===== config.mk =====
export PLATFORM = sky130hd
export DESIGN_NAME = pwm_counter
export DESIGN_NICKNAME = d
export VERILOG_FILES = /design/src/rtl/pwm_counter.sv
export SDC_FILE = /design/constraint.sdc
export NUM_CORES = 1
export LEC_CHECK = 0
export CELL_PAD_IN_SITES_DETAIL_PLACEMENT = 2
export CELL_PAD_IN_SITES_GLOBAL_PLACEMENT = 2
export CORE_ASPECT_RATIO = 1.5
export CORE_MARGIN = 4
export CORE_UTILIZATION = 35
export DETAILED_ROUTE_END_ITERATION = 10
export GPL_TIMING_DRIVEN = 0
export PLACE_DENSITY_LB_ADDON = 0.1
export REMOVE_ABC_BUFFERS = 1
export SYNTH_ARGS = -nofsm -noshare
export SYNTH_HDL_FRONTEND = slang
export SYNTH_SLANG_ARGS = --single-unit

===== constraint.sdc =====
create_clock -name clk -period 5.5 [get_ports clk]
set_input_delay 1.375 -clock clk [delete_from_list [all_inputs] [get_ports clk]]
set_output_delay 1.375 -clock clk [all_outputs]
set_load 0.01 [all_outputs]

===== src/rtl/pwm_counter.sv =====
// rtl/pwm_counter.sv - prescaled up/down period counter feeding a PWM generator
//
// Purpose: counts 0..period (up) or period..0 (down), one step every
// prescale+1 enabled clocks, with period/prescale/direction shadowed so that
// changes only take effect at a cycle boundary, on a restart, or on start.
//
// Ports:
//   clk          - single rising-edge clock
//   rst          - synchronous active-high reset
//   en           - count enable; starts (IDLE->RUN) and stops (RUN->IDLE) the FSM
//   period       - last count value of a cycle (sampled into the shadow)
//   prescale     - one count step per prescale+1 enabled clocks (shadowed)
//   upnotdown    - 1 = count up, 0 = count down (shadowed)
//   count_reset  - single-cycle restart request
//   count_val    - current count
//   cycle_done   - one-clock pulse aligned with the first value of a new cycle
//   running      - high while the FSM is in RUN

module pwm_counter #(
    parameter int PRESCALE_W = 8
) (
    input  logic                  clk,
    input  logic                  rst,
    input  logic                  en,
    input  logic [15:0]           period,
    input  logic [PRESCALE_W-1:0] prescale,
    input  logic                  upnotdown,
    input  logic                  count_reset,
    output logic [15:0]           count_val,
    output logic                  cycle_done,
    output logic                  running
);

    typedef enum logic {
        S_IDLE = 1'b0,
        S_RUN  = 1'b1
    } state_t;

    state_t                r_state;
    state_t                w_state_next;

    logic [15:0]           r_count;
    logic                  r_cycle_done;
    logic [PRESCALE_W-1:0] r_prescaler;
    logic [15:0]           r_sh_period;
    logic [PRESCALE_W-1:0] r_sh_prescale;
    logic                  r_sh_dir;

    logic                  w_tick;

    // State register
    always_ff @(posedge clk) begin
        if (rst) begin
            r_state <= S_IDLE;
        end else begin
            r_state <= w_state_next;
        end
    end

    // Next-state logic; a restart request holds the current state
    always_comb begin
        w_state_next = r_state;
        if (!count_reset) begin
            case (r_state)
                S_IDLE:  if (en)  w_state_next = S_RUN;
                S_RUN:   if (!en) w_state_next = S_IDLE;
                default: w_state_next = S_IDLE;
            endcase
        end
    end

    // Output logic
    always_comb begin
        running = (r_state == S_RUN);
    end

    assign count_val  = r_count;
    assign cycle_done = r_cycle_done;

    // A step happens on the RUN clock where the prescaler reaches its shadow limit
    assign w_tick = (r_state == S_RUN) && en && (r_prescaler == r_sh_prescale);

    // Counter, prescaler and shadow datapath
    always_ff @(posedge clk) begin
        if (rst) begin
            r_count       <= 16'd0;
            r_cycle_done  <= 1'b0;
            r_prescaler   <= '0;
            r_sh_period   <= 16'd0;
            r_sh_prescale <= '0;
            r_sh_dir      <= 1'b1;
        end else begin
            r_cycle_done <= 1'b0;
            if (count_reset) begin
                r_prescaler   <= '0;
                r_sh_period   <= period;
                r_sh_prescale <= prescale;
                r_sh_dir      <= upnotdown;
                r_count       <= upnotdown ? 16'd0 : period;
            end else if (r_state == S_IDLE) begin
                r_prescaler <= '0;
                if (en) begin
                    r_sh_period   <= period;
                    r_sh_prescale <= prescale;
                    r_sh_dir      <= upnotdown;
                end
            end else if (!en) begin
                r_prescaler <= '0;
            end else if (w_tick) begin
                r_prescaler <= '0;
                if (r_sh_dir) begin
                    // >= so a period shrunk below the count wraps on the next step
                    if (r_count >= r_sh_period) begin
                        r_count       <= 16'd0;
                        r_cycle_done  <= 1'b1;
                        r_sh_period   <= period;
                        r_sh_prescale <= prescale;
                        r_sh_dir      <= upnotdown;
                    end else begin
                        r_count <= r_count + 16'd1;
                    end
                end else begin
                    // Down wrap reloads from the freshly latched period
                    if (r_count == 16'd0) begin
                        r_count       <= period;
                        r_cycle_done  <= 1'b1;
                        r_sh_period   <= period;
                        r_sh_prescale <= prescale;
                        r_sh_dir      <= upnotdown;
                    end else begin
                        r_count <= r_count - 16'd1;
                    end
                end
            end else begin
                r_prescaler <= r_prescaler + PRESCALE_W'(1);
            end
        end
    end

endmodule

==> results of run 1 <==
## layout by cell type (no fill, tap or decap), types with 8 or more instances in the layout
| cell | n |
|---|---|
| a21oi_1 | 24 |
| and3_1 | 8 |
| clkdlybuf4s50_1 | 46 |
| dfxtp_1 | 51 |
| ha_1 | 20 |
| inv_1 | 26 |
| mux2i_1 | 25 |
| nand2_1 | 71 |
| nand2b_1 | 8 |
| nand3_1 | 20 |
| nand4_1 | 8 |
| nor2_1 | 26 |
| o21ai_0 | 17 |
| xnor2_1 | 21 |
| xor2_1 | 11 |
## stage by stage
step	total power [mW]	utilization	hold WS [ns]
3_3_place_gp	0.698	0.399	0.445
5_1_grt	1.17	0.420	0.495
3_5_place_dp	0.709	0.401	0.458
6_report	1.11	0.420	0.465
2_1_floorplan	0.591	-	0.437
4_1_cts	1.12	0.420	0.468
## registers in the layout (all words and copies together), names as in the netlist
name	cells
cycle_done	1
r_prescaler	8
r_sh_period	16
r_sh_prescale	8
running	1
r_sh_dir	1
count_val	16
## worst min-delay path, stage by stage (launching register included)
cell and delay [ns]:
dfxtp_1 0.31, nand2_1 0.05, mux2i_1 0.05
## final timing paths
check	from	endpoint	slack (ns)	cells after the start
min	r_sh_period[14]$_SDFFE_PP0P_	r_sh_period[14]$_SDFFE_PP0P_	0.46	2
min reg2reg	r_sh_period[14]$_SDFFE_PP0P_	r_sh_period[14]$_SDFFE_PP0P_	0.46	2
max reg2reg	count_val[0]$_SDFFE_PP0P_	r_sh_period[0]$_SDFFE_PP0P_	2.02	8
max	en	r_prescaler[4]$_SDFF_PP0_	1.84	6
## layout make-up
type / instances / share of cell area
clock inverters: 2 / 0.0141
flip-flops and latches: 51 / 0.240
multi-input cells: 345 / 0.545
clock buffers: 6 / 0.0303
well taps: 117 / 0.0344
repair buffers: 47 / 0.113
inverters: 27 / 0.0238
## layer usage
layer | up-vias | wire (um) | global-route usage
li1 | 1653 | - | -
met1 | 1757 | 4830 | 0.218
met2 | 56 | 7080 | 0.419
met3 | 23 | 291 | 0.0273
met4 | 0 | 279 | 0.0713
met5 | - | 0 | 0
## report_power, final
part	switching [mW]	leakage, nW	internal (mW)
Sequential	0.0329	0.419	0.390
Clock	0.151	0.0911	0.261
Combinational	0.161	1.09	0.117
Total	0.345	1.60	0.768
## logic make-up after synthesis
logic type / share of synthesized area
AO/OA/AOI/OAI: 0.187
XOR/XNOR: 0.0773
adder cells (fa/ha/maj): 0.0690
buffers and inverters: 0.0801
flip-flops: 0.282
multiplexers: 0.0690
AND/OR/NAND/NOR: 0.236
==> metrics.md, run 1 <==
| Metric | Value |
|---|---|
| Ys flop type | dfxtp_1 |
| Largest area contributor in the netlist | dfxtp_1 |
| Syn. warnings | 0 |
| Die Span X | between 90 and 100 um |
| Cells after Synth | about 460 |
| Vias/cell | slightly below 6 |
| Crit path buffers/inverters | 1 |
| GRT Resource Usage Total | 0.210 |
| WP data required | approximately 5.7 ns |
| Ports | 47 |
| Nets | around 530 |
| Max Cap Violations | 0 |
| Initial antenna violation count | 0 |
| Final hold vios | 0 |
| Top-area cell type share of the netlist area | 0.282 |
| ANT cells | 0 |
| Run status | finished, final reports clean |
| Initial Util | 0.358 |
| Area growth, synth to finish | 17.5% |
| Critical path capture point type | register |
| Hold Buf Count CTS | 0 |
| Post-route insts no fill | around 600 |
| Crit-path slowest cell | nor3_2 |
| Setup TNS | 0 ns |
| Post-synth cell types | 60 |
| Avg WL per Cell | 21.0 um |
| Fmax | approximately 270 MHz |
| Unrepaired setup endpoints after global routing | no |
| LEAKAGE | between 1.5 and 2 nW |
| Worst Setup Path Type | input port to register |
| Worst Path Max Fanout | 15 |
| Port Buf Inserts | 46 |
| CTS buffer count | 5 |
| Multi-input logic area | approximately 2300 sq um |
| Final-report setup violation count | 0 |
| Residual DRC count | 0 |
| Placer Congestion | ~0.81 |
| Core Box Area | roughly 10,000 sq um |
| Largest net degree at the start of global routing | 38 |
| Power Density | about 260 nW/um^2 |
| Syn avg cell area | roughly 8 sq um |
| H-Tree Depth | 2 |
| CP arrival | 3.84 ns |
| Post-route setup slack | around 1.8 ns |
| CP peak stage delay | between 0.6 and 0.7 ns |
| Pre-CTS worst setup slack | ~0.99 ns |
| Worst Hold Class | register to register |
| Post-CTS Resized | 0 |
| CTS tree | yes |
| Clock skew | just under 0.008 ns |
| Period utilisation layout | 0.665 |
| Fin area | approximately 4300 sq um |
| Detailed Routing Iterations Pass 1 | 4 |
| Seq/Total Area, Yosys | 0.282 |
| Most frequent cells after synthesis | nand2_1 (71), dfxtp_1 (51), inv_1 (27), nor2_1 (26), mux2i_1 (25) |
| Clock sink count | ~50 |
| Max clock buf depth | 2 |
| Vias in the first global route | about 3,800 |
| Post-CTS Setup Inserts | 0 |
| Fill cell count | 1,187 |
| Iteration-0 DRC count of the detailed router | roughly 150 |
| Total vias in the final route | around 3,500 |
| Std-Cell Rows | 45 |
| Delay-heaviest family, CP | simple AND/OR/NAND/NOR gates |
| Final wirelength | ~12 mm |
| CTS Root Buffer Type | clkbuf_16 |
| Placed standard-cell area | 4060 sq um |
| Count of final max-slew check failures | 0 |
| Die area | roughly 12,000 sq um |
| Slew headroom | 0.225 |
| Critical Path Source Type | input port |
| Tightest Pin Transition | ~1.2 ns |
| Clk slew on worst S/H paths | 0.07 ns |
| Async S/R FF share, synth | 0 |
| #FFs+latches synth | just over 50 |
| Share of cells above drive strength 1 | 0.0418 |
| Clk_lat worst skew | roughly 0.30 ns |
| Sequential standard cell area | around 1000 sq um |
| Die Y | between 100 and 150 um |
| Synth area leaders | dfxtp_1 (28%), nand2_1 (7.4%), ha_1 (6.9%) |
| Post-Syn Area | 3620 sq um |
| VDD IR max | approximately 0.11 mV |
| Cell count after placement | ~600 |
| Critical path cell sequence | clkdlybuf4s50_1 > nand3_1 > nor3_2 > or2_1 > or3_1 > nor2_1 |
| Hpwl dp | 9.17 mm |
| Total grt overflow | 0 |
| EDFF count, synth | 0 |
| Antenna viol nets, final | 0 |
| Most frequent cell after synthesis | nand2_1 |
| First-pass GRT wire length | 20.1 mm |
| Minimum clock period | about 3.7 ns |
(Power assumes the default switching activity.)
==> inputs of run 2 (changes only) <==
Settings changed: CORE_UTILIZATION 35 to 30.
Clock period 5.5 ns to 3.3 ns, I/O delays scaled along.
==> metrics.md, run 2 (synthesis gave the netlist of run 1 again) <==
| Metric | Value |
|---|---|
| Total grt overflow | 0 (unchanged) |
| Worst Hold Class | register to register |
| Nets | 526 (unchanged) |
| Pre-CTS worst setup slack | -0.274 ns (-1.26 ns) |
| Detailed Routing Iterations Pass 1 | 4 (unchanged) |
| Placer Congestion | 0.790 (-2.6%) |
| Vias/cell | 5.39 (-8.0%) |
| Post-CTS Setup Inserts | 0 (unchanged) |
| Final core occ | 0.368 (-0.0520) |
| Die Y | 143 um (+7.5%) |
| Sequential standard cell area | 1020 sq um (unchanged) |
| Period utilisation layout | 0.921 |
| Fmax | between 300 and 400 MHz |
| Post-route setup slack | 0.260 ns (-1.58 ns) |
| Initial Util | 0.311 (-0.0466) |
| Tot Pwr | 1.80 mW (+62%) |
| Clk_lat worst skew | 0.30 ns (about the same) |
| Max Cap Violations | 0 (unchanged) |
| Unrepaired setup endpoints after global routing | no |
| Avg WL per Cell | 20.3 um (-3.5%) |
| Count of final max-slew check failures | 0 (unchanged) |
| VDD IR max | 0.190 mV (+77%) |
| Die Span X | 97.8 um (+7.3%) |
| CTS Root Buffer Type | clkbuf_16 |
| Total vias in the final route | 3,387 (-2.9%) |
| Critical path capture point type | register |
| CTS tree | yes |
| First-pass GRT wire length | 20.4 mm (+1.6%) |
| Final wirelength | 12.7 mm (+1.9%) |
| Tightest Pin Transition | 1.08 ns (-0.0817 ns) |
| Std-Cell Rows | 48 (+6.7%) |
| Clk slew on worst S/H paths | 0.08 ns (about the same) |
| Clock skew | 0.00905 ns (+0.00132 ns) |
| Vias in the first global route | 3,684 (-3.9%) |
| ANT cells | 0 (unchanged) |
| Area growth, synth to finish | 18.3% |
| Post-route insts no fill | 628 (+5.5%) |
| Hold Buf Count CTS | 0 (unchanged) |
| Final-report setup violation count | 0 (unchanged) |
| Multi-input logic area | 2330 sq um (+0.32%) |
| Residual DRC count | 0 (unchanged) |
| Clock sink count | 51 (unchanged) |
| Power Density | 420 nW/um^2 (+61%) |
| Slew headroom | 0.274 (+0.0497) |
| Most common cell after layout, fill and taps aside | nand2_1 |
| Cell count after placement | 620 (+5.6%) |
| Largest net degree at the start of global routing | 41 (+7.9%) |
| Fill cell count | 1,371 (+16%) |
| Minimum clock period | 3.04 ns |
| Die area | 13,900 sq um (+15%) |
| Ports | 47 (unchanged) |
| H-Tree Depth | 2 (unchanged) |
| Worst Setup Path Type | input port to register |
| LEAKAGE | 1.60 nW (-0.51%) |
| CP arrival | 3.23 ns (-0.61 ns) |
| Antenna viol nets, final | 0 (unchanged) |
| Hpwl dp | 9.31 mm (+1.5%) |
| GRT Resource Usage Total | 0.187 (-0.0228) |
| Iteration-0 DRC count of the detailed router | 105 (-31%) |
| Share of cells above drive strength 1 | 0.0481 (+0.00628) |
| Final hold vios | 0 (unchanged) |
| WP data required | 3.49 ns (-2.19 ns) |
| Initial antenna violation count | 0 (unchanged) |
| Port Buf Inserts | 46 (unchanged) |
| Max clock buf depth | 2 (unchanged) |
| CTS buffer count | 5 (unchanged) |
| Worst Path Max Fanout | 21 (+6) |
| Critical Path Source Type | input port |
| Most frequent cells in the layout | nand2_1 (71), dfxtp_1 (51), clkdlybuf4s50_1 (46) |
| Core Box Area | 11,700 sq um (+15%) |
| Run status | finished, final reports clean |
-- run 2: metrics by stage --
stage	instance area [sq um]	setup TNS, ns	hold slack, ns
detailed placement	4110	-8.64	0.456
global route	4290	0	0.503
floorplan	3440	0	0.437
CTS	4290	0	0.468
global placement	4080	-35.57	0.446
finish	4290	0	0.463
-- run 2: path summary, 6_finish.rpt --
path         cells after the start                             to  slack, ns                         from
min reg2reg                      2    r_sh_period[4]$_SDFFE_PP0P_       0.46  r_sh_period[4]$_SDFFE_PP0P_
max reg2reg                      8  r_sh_prescale[2]$_SDFFE_PP0P_       0.30    count_val[0]$_SDFFE_PP0P_
min                              2    r_sh_period[4]$_SDFFE_PP0P_       0.46  r_sh_period[4]$_SDFFE_PP0P_
max                              4      count_val[1]$_SDFFE_PP0P_       0.26                  count_reset
-- run 2: layer usage --
layer,wire length (um),up-vias,GRT usage
met1,5110,1696,0.207
met5,0,-,0
li1,-,1646,-
met2,7160,33,0.368
met3,232,12,0.0239
met4,214,0,0.0540
-- run 2: power by group --
part           total [mW]  switching [mW]  leakage [nW]  internal (mW)
registers           0.705          0.0551         0.419          0.650
logic               0.466           0.270          1.10          0.196
clock network       0.632           0.271        0.0804          0.362
total                1.80           0.596          1.59           1.21
-- run 2: final cells by class --
| class | count | area share |
|---|---|---|
| timing repair buffer | 47 | 0.112 |
| clock buffer | 5 | 0.0292 |
| inverter | 27 | 0.0236 |
| tap | 150 | 0.0438 |
| clock inverter | 3 | 0.0108 |
| multi-input combinational | 345 | 0.543 |
| sequential | 51 | 0.238 |
-- run 2: repair_timing --
item / CTS / global route
resized for setup: 2 / 1
setup endpoints to repair: 24 / 8
cloned: 0 / 0
-- run 2: worst max-delay path, cell delays in order --
cell	delay, ns
clkdlybuf4s50_1	0.93
nor2_1	1.03
a21oi_1	0.09
a221oi_1	0.35
==> inputs of run 3 (changes only) <==
Settings changed: CAP_MARGIN set to 0.
==> results of run 3 <==
No change in the layout: final DEF, timing and power equal those of run 2.
